**src/rtl/disp_pkg.sv**
```systemverilog
// Shared types and default sizes for the display write path.
package disp_pkg;

  localparam int N_DIG = 8;
  localparam int DW    = 4;

  typedef enum logic [1:0] {IDLE, MAN_WR, SHIFT, INSERT} wsched_state_t;
  typedef enum logic {MANUAL, SCROLL} req_id_t;

endpackage

```
**src/rtl/rr_arb2.sv**
```systemverilog
// Two-requester round-robin arbiter (manual vs scroll). Grants are
// combinational and only produced while en_i is high; the requester granted
// last loses the next tie.
module rr_arb2 (
  input  logic clk,
  input  logic rst_n,
  input  logic en_i,
  input  logic man_req_i,
  input  logic scr_req_i,
  output logic man_gnt_o,
  output logic scr_gnt_o
);
  import disp_pkg::*;

  req_id_t last_gnt_q, last_gnt_d;
  logic    gm, gs;

  // Pick a winner and compute the new last-granted owner.
  always_comb begin
    gm         = 1'b0;
    gs         = 1'b0;
    last_gnt_d = last_gnt_q;
    if (en_i) begin
      if (man_req_i && scr_req_i) begin
        if (last_gnt_q == SCROLL) gm = 1'b1;
        else                      gs = 1'b1;
      end else if (man_req_i) begin
        gm = 1'b1;
      end else if (scr_req_i) begin
        gs = 1'b1;
      end
      if (gm)      last_gnt_d = MANUAL;
      else if (gs) last_gnt_d = SCROLL;
    end
    man_gnt_o = gm;
    scr_gnt_o = gs;
  end

  // Remember the last grant; reset as SCROLL so manual wins the first tie.
  always_ff @(posedge clk or negedge rst_n) begin
    if (!rst_n) last_gnt_q <= SCROLL;
    else        last_gnt_q <= last_gnt_d;
  end

endmodule

```
**src/rtl/digit_write_scheduler.sv**
```systemverilog
// Owns the single write port of the digit register bank. Manual writes take
// one cycle; a scroll shifts every digit up one place (highest first, so each
// source is read before it is overwritten) and then inserts a new nibble at 0.
module digit_write_scheduler #(
  parameter  int N_DIG = disp_pkg::N_DIG,
  parameter  int DW    = disp_pkg::DW,
  localparam int SW    = $clog2(N_DIG)
) (
  input  logic          clk,
  input  logic          rst,
  input  logic          man_req,
  input  logic [SW-1:0] man_sel,
  input  logic [DW-1:0] man_data,
  output logic          man_gnt,
  input  logic          scr_req,
  input  logic [DW-1:0] scr_data,
  output logic          scr_ack,
  output logic          scr_done,
  output logic          busy,
  output logic          wr_en,
  output logic [SW-1:0] wr_sel,
  output logic [DW-1:0] wr_data,
  output logic [SW-1:0] rd_sel,
  input  logic [DW-1:0] rd_data
);
  import disp_pkg::*;

  localparam logic [SW-1:0] IDX_TOP = SW'(N_DIG - 1);
  localparam logic [SW-1:0] IDX_ONE = SW'(1);

  wsched_state_t state_q;
  logic [SW-1:0] idx_q;
  logic [SW-1:0] sel_q;
  logic [DW-1:0] data_q;
  logic          scr_ack_q;
  logic          arb_man, arb_scr;

  rr_arb2 u_arb (
    .clk       (clk),
    .rst_n     (rst),
    .en_i      (state_q == IDLE),
    .man_req_i (man_req),
    .scr_req_i (scr_req),
    .man_gnt_o (arb_man),
    .scr_gnt_o (arb_scr)
  );

  // Sequencer: accepts a request in IDLE, latches its operands, walks idx
  // down through the shift and finishes with the insert.
  always_ff @(posedge clk or negedge rst) begin
    if (!rst) begin
      state_q   <= IDLE;
      idx_q     <= IDX_TOP;
      sel_q     <= '0;
      data_q    <= '0;
      scr_ack_q <= 1'b0;
    end else begin
      scr_ack_q <= 1'b0;
      case (state_q)
        IDLE: begin
          if (arb_man) begin
            sel_q   <= man_sel;
            data_q  <= man_data;
            state_q <= MAN_WR;
          end else if (arb_scr) begin
            data_q    <= scr_data;
            idx_q     <= IDX_TOP;
            scr_ack_q <= 1'b1;
            state_q   <= SHIFT;
          end
        end
        MAN_WR: state_q <= IDLE;
        SHIFT: begin
          if (idx_q == IDX_ONE) begin
            state_q <= INSERT;
          end else begin
            idx_q <= idx_q - IDX_ONE;
          end
        end
        INSERT:  state_q <= IDLE;
        default: state_q <= IDLE;
      endcase
    end
  end

  // Moore decode of the write port and handshake pulses from the state.
  always_comb begin
    wr_en    = 1'b0;
    wr_sel   = '0;
    wr_data  = '0;
    rd_sel   = '0;
    man_gnt  = 1'b0;
    scr_done = 1'b0;
    case (state_q)
      MAN_WR: begin
        wr_en   = 1'b1;
        wr_sel  = sel_q;
        wr_data = data_q;
        man_gnt = 1'b1;
      end
      SHIFT: begin
        wr_en   = 1'b1;
        wr_sel  = idx_q;
        rd_sel  = idx_q - IDX_ONE;
        wr_data = rd_data;
      end
      INSERT: begin
        wr_en    = 1'b1;
        wr_sel   = '0;
        wr_data  = data_q;
        scr_done = 1'b1;
      end
      default: ;
    endcase
    busy    = (state_q != IDLE);
    scr_ack = scr_ack_q;
  end

endmodule

```
**config.mk**
```make
export PLATFORM = sky130hd
export DESIGN_NAME = digit_write_scheduler
export DESIGN_NICKNAME = d
export VERILOG_FILES = /design/src/rtl/disp_pkg.sv /design/src/rtl/rr_arb2.sv /design/src/rtl/digit_write_scheduler.sv
export SDC_FILE = /design/constraint.sdc
export NUM_CORES = 1
export LEC_CHECK = 0
export BUFFER_PORTS_ARGS = -buffer_cell sky130_fd_sc_hd__buf_4
export CAP_MARGIN = 25
export CORE_ASPECT_RATIO = 1.25
export CORE_UTILIZATION = 30
export CTS_BUF_LIST = sky130_fd_sc_hd__clkbuf_8
export DETAILED_ROUTE_END_ITERATION = 10
export GPL_TIMING_DRIVEN = 0
export PLACE_DENSITY = 0.58
export SLEW_MARGIN = 20
export SYNTH_ARGS = -nofsm -noshare
export SYNTH_HDL_FRONTEND = slang
export SYNTH_HIERARCHICAL = 1
export SYNTH_SLANG_ARGS = --single-unit
```
**constraint.sdc**
```tcl
create_clock -name clk -period 3.35 [get_ports clk]
set_input_delay 0.8375 -clock clk [delete_from_list [all_inputs] [get_ports clk]]
set_output_delay 0.8375 -clock clk [all_outputs]
set_load 0.03 [all_outputs]
```
==> reports/results.tsv <==
metric	value	unit
final number of max-transition violations	0	
syn_nets	129	
Mapped Cells	101	
CP arrival	1860	ps
Required @ worst endpoint	2510	ps
H-tree depth	1	
sequential power share	23.6	%
drt drc	0	
FP Rows	22	
routed len/inst	13.36	um
GR Overflow Total	0	
commonest non-fill, non-tap cell in the layout	buf_4	
register area	355.3	sq um
Max Clock Freq	370.8	MHz
CTS resizes	0	
Crit Reg-Reg Endpoint	idx_q[1]$_DFFE_PN1P_	
number of diodes	0	
Fin. Hold Viols	0	
max-cap check violation count	0	
Die Width	52.36	um
total power	1.362	mW
routed vias/inst	5.132	
P_leak	0.6391	nW
fin nets	167	
die area	3400	sq um
Placer Congestion	0.8318	
dpl ws	871.6	ps
met1 Usage GRT	19.10	%
drt first pass iters	4	
critical path class	reg2out	
cell taking the most area after synthesis	dfrtp_1	
number of global-route vias before repair	888	
Finished Layout Cells	174	
Worst Clk Skew	4.239	ps
outcome	finished, final reports clean	
Post-synth EDFFs	0	
layout cell share with drive strength beyond 1	37.68	%
post-synthesis sequential area ratio	37.37	%
Hold WC Path Type	in2async	
Slew HR	59.60	%
GR Util met3	2.113	%
wirelength, routed	2324	um
crit path capture type	output pin	
GR Util met2	25.63	%
area of the multi-input gates	543.0	sq um
Yosys top cell area share	26.32	%
gr busiest metal	met2	
DP Cell Count	170	
Clk Latency, worst-skew pair	250	ps
global-route wire length before repair	3905	um
Mapped Avg Cell Area	9.415	sq um
clk slew on worst S/H paths	60	ps
Clk network pwr share	12.2	%
Slew @ Worst Pin	606.1	ps
Antenna Nets Post-Route	0	
synthesis-stage register bit count	14	
Total GRT Usage	15.09	%
Die Ht	64.95	um
IO Count	34	
Initial Util	31.99	%
Core Area	2973	sq um
CTS Buf Count	3	
Net Switching	0.6300	mW
routed vias	893	
HPWL after DPL	1820	um
most frequent cells in the layout	33 x buf_4, 10 x dfrtp_1, 9 x inv_1, 9 x nand2_1, 9 x ha_1	
Sw Share	46.27	%
CP startpoint kind	flip-flop	
DR iter-0 viols	12	
share of total power in combinational logic	64.2	%
post-CTS setup buffers	0	
pin count of the biggest net entering global routing	15	
Internal Pwr Total	0.7315	mW
synth warn	6	
Clock Sink Count	14	
crit path max fanout	10	
period utilization	80.51	%
clk root buf	clkbuf_8	
final worst slack	652.9	ps
final setup violating endpoints	0	
clock buffer depth	2	
Cell Area, Synth	950.9	sq um
largest cells by area after synthesis	dfrtp_1 26%, ha_1 12%, dfstp_2 11%, o22ai_1 5.3%, a22oi_1 4.7%	
Final Critical Period	2697	ps
Power Dens Cells	1048	nW/um^2
FF-to-FF path depth	7	
Synth async-reset ratio	100.0	%
R2R Setup Slk	830	ps
Port Buf Inserts	33	
setup_tns	0	ps
antenna violations before repair	0	
synth-to-layout area growth	36.58	%
final-layout fill cell count	299	
Unique masters post-synth	31	
r2r startpoint	state_q[0]$_DFFE_PN0P_	
Max rail drop VDD	0.4381	mV
crit path launch	state_q[0]$_DFFE_PN0P_	
CTS tree	built	
Fin Hold WS	426.0	ps
unrepaired setup endpoints after global routing	false	
Top FF cell, synth	dfrtp_1	
CTS hold repair buffers	0	
state kept, by name (all words and copies together), names as in the netlist:
signal,flops
data_q,4
idx_q,3
scr_ack,1
sel_q,3
state_q,2
u_arb/last_gnt_q,1
final cells by class:
| cell class | count | area share [%] |
|---|---|---|
| flip-flops and latches | 14 | 27.36 |
| inverters | 10 | 2.890 |
| multi-input cells | 74 | 41.81 |
| repair buffers | 33 | 19.08 |
| well taps | 36 | 3.468 |
| clock buffers | 4 | 4.239 |
| plain buffers | 3 | 1.156 |
critical path, cell delays in order (launching register included):
cell and delay, ps:
dfrtp_1 550, inv_1 160, ha_1 280, buf_2 200
a22oi_1 190, nor2b_1 70, buf_4 160
stage by stage:
| stage | area [sq um] | util, % |
|---|---|---|
| finish | 1299 | 43.69 |
| global route | 1299 | 43.69 |
| CTS | 1299 | 43.69 |
| detailed placement | 1244 | 41.84 |
| global placement | 1244 | 41.84 |
| floorplan | 950.9 | - |
synthesized netlist by cell type (all sizes together) (2+ instances only):
master  number
dfrtp       10
inv         10
ha           9
nand2        9
o22ai        8
a21oi        7
nor2b        7
a22oi        6
mux2         5
nor2         5
dfstp        4
buf          3
a221oi       2
and3         2
nand2b       2
layer usage:
layer  up-vias  share of wire [%]
met3         3                4.4
met2        26                 51
met5         -                  0
met1       428                 43
li1        436                  -
met4         0               0.90
logic make-up after synthesis:
logic type | share of synthesized area [%]
mux | 6.710
xor+xnor | 0.9212
compound gates | 21.58
buf+inv | 5.525
flops | 37.37
fa+ha+maj | 11.84
simple gates | 16.05
power by group through the flow:
stage | Clock (mW) | Sequential, mW | Combinational (mW)
2_1_floorplan | 0 | 0.306 | 0.630
3_3_place_gp | 0 | 0.319 | 0.862
3_5_place_dp | 0 | 0.323 | 0.876
4_1_cts | 0.169 | 0.320 | 0.881
5_1_grt | 0.180 | 0.332 | 0.952
6_report | 0.166 | 0.321 | 0.874
worst max path at each step:
stage | to | cells past startpoint | slack, ps
after CTS | wr_sel[2] | 6 | 650
after global routing | wr_sel[2] | 6 | 530
after floorplan | wr_sel[0] | 3 | 920
final | wr_sel[2] | 6 | 650
after global placement | wr_sel[2] | 6 | 940
after detailed placement | idx_q[1]$_DFFE_PN1P_ | 7 | 870
No activity file was read; power rests on OpenSTA's default activity.
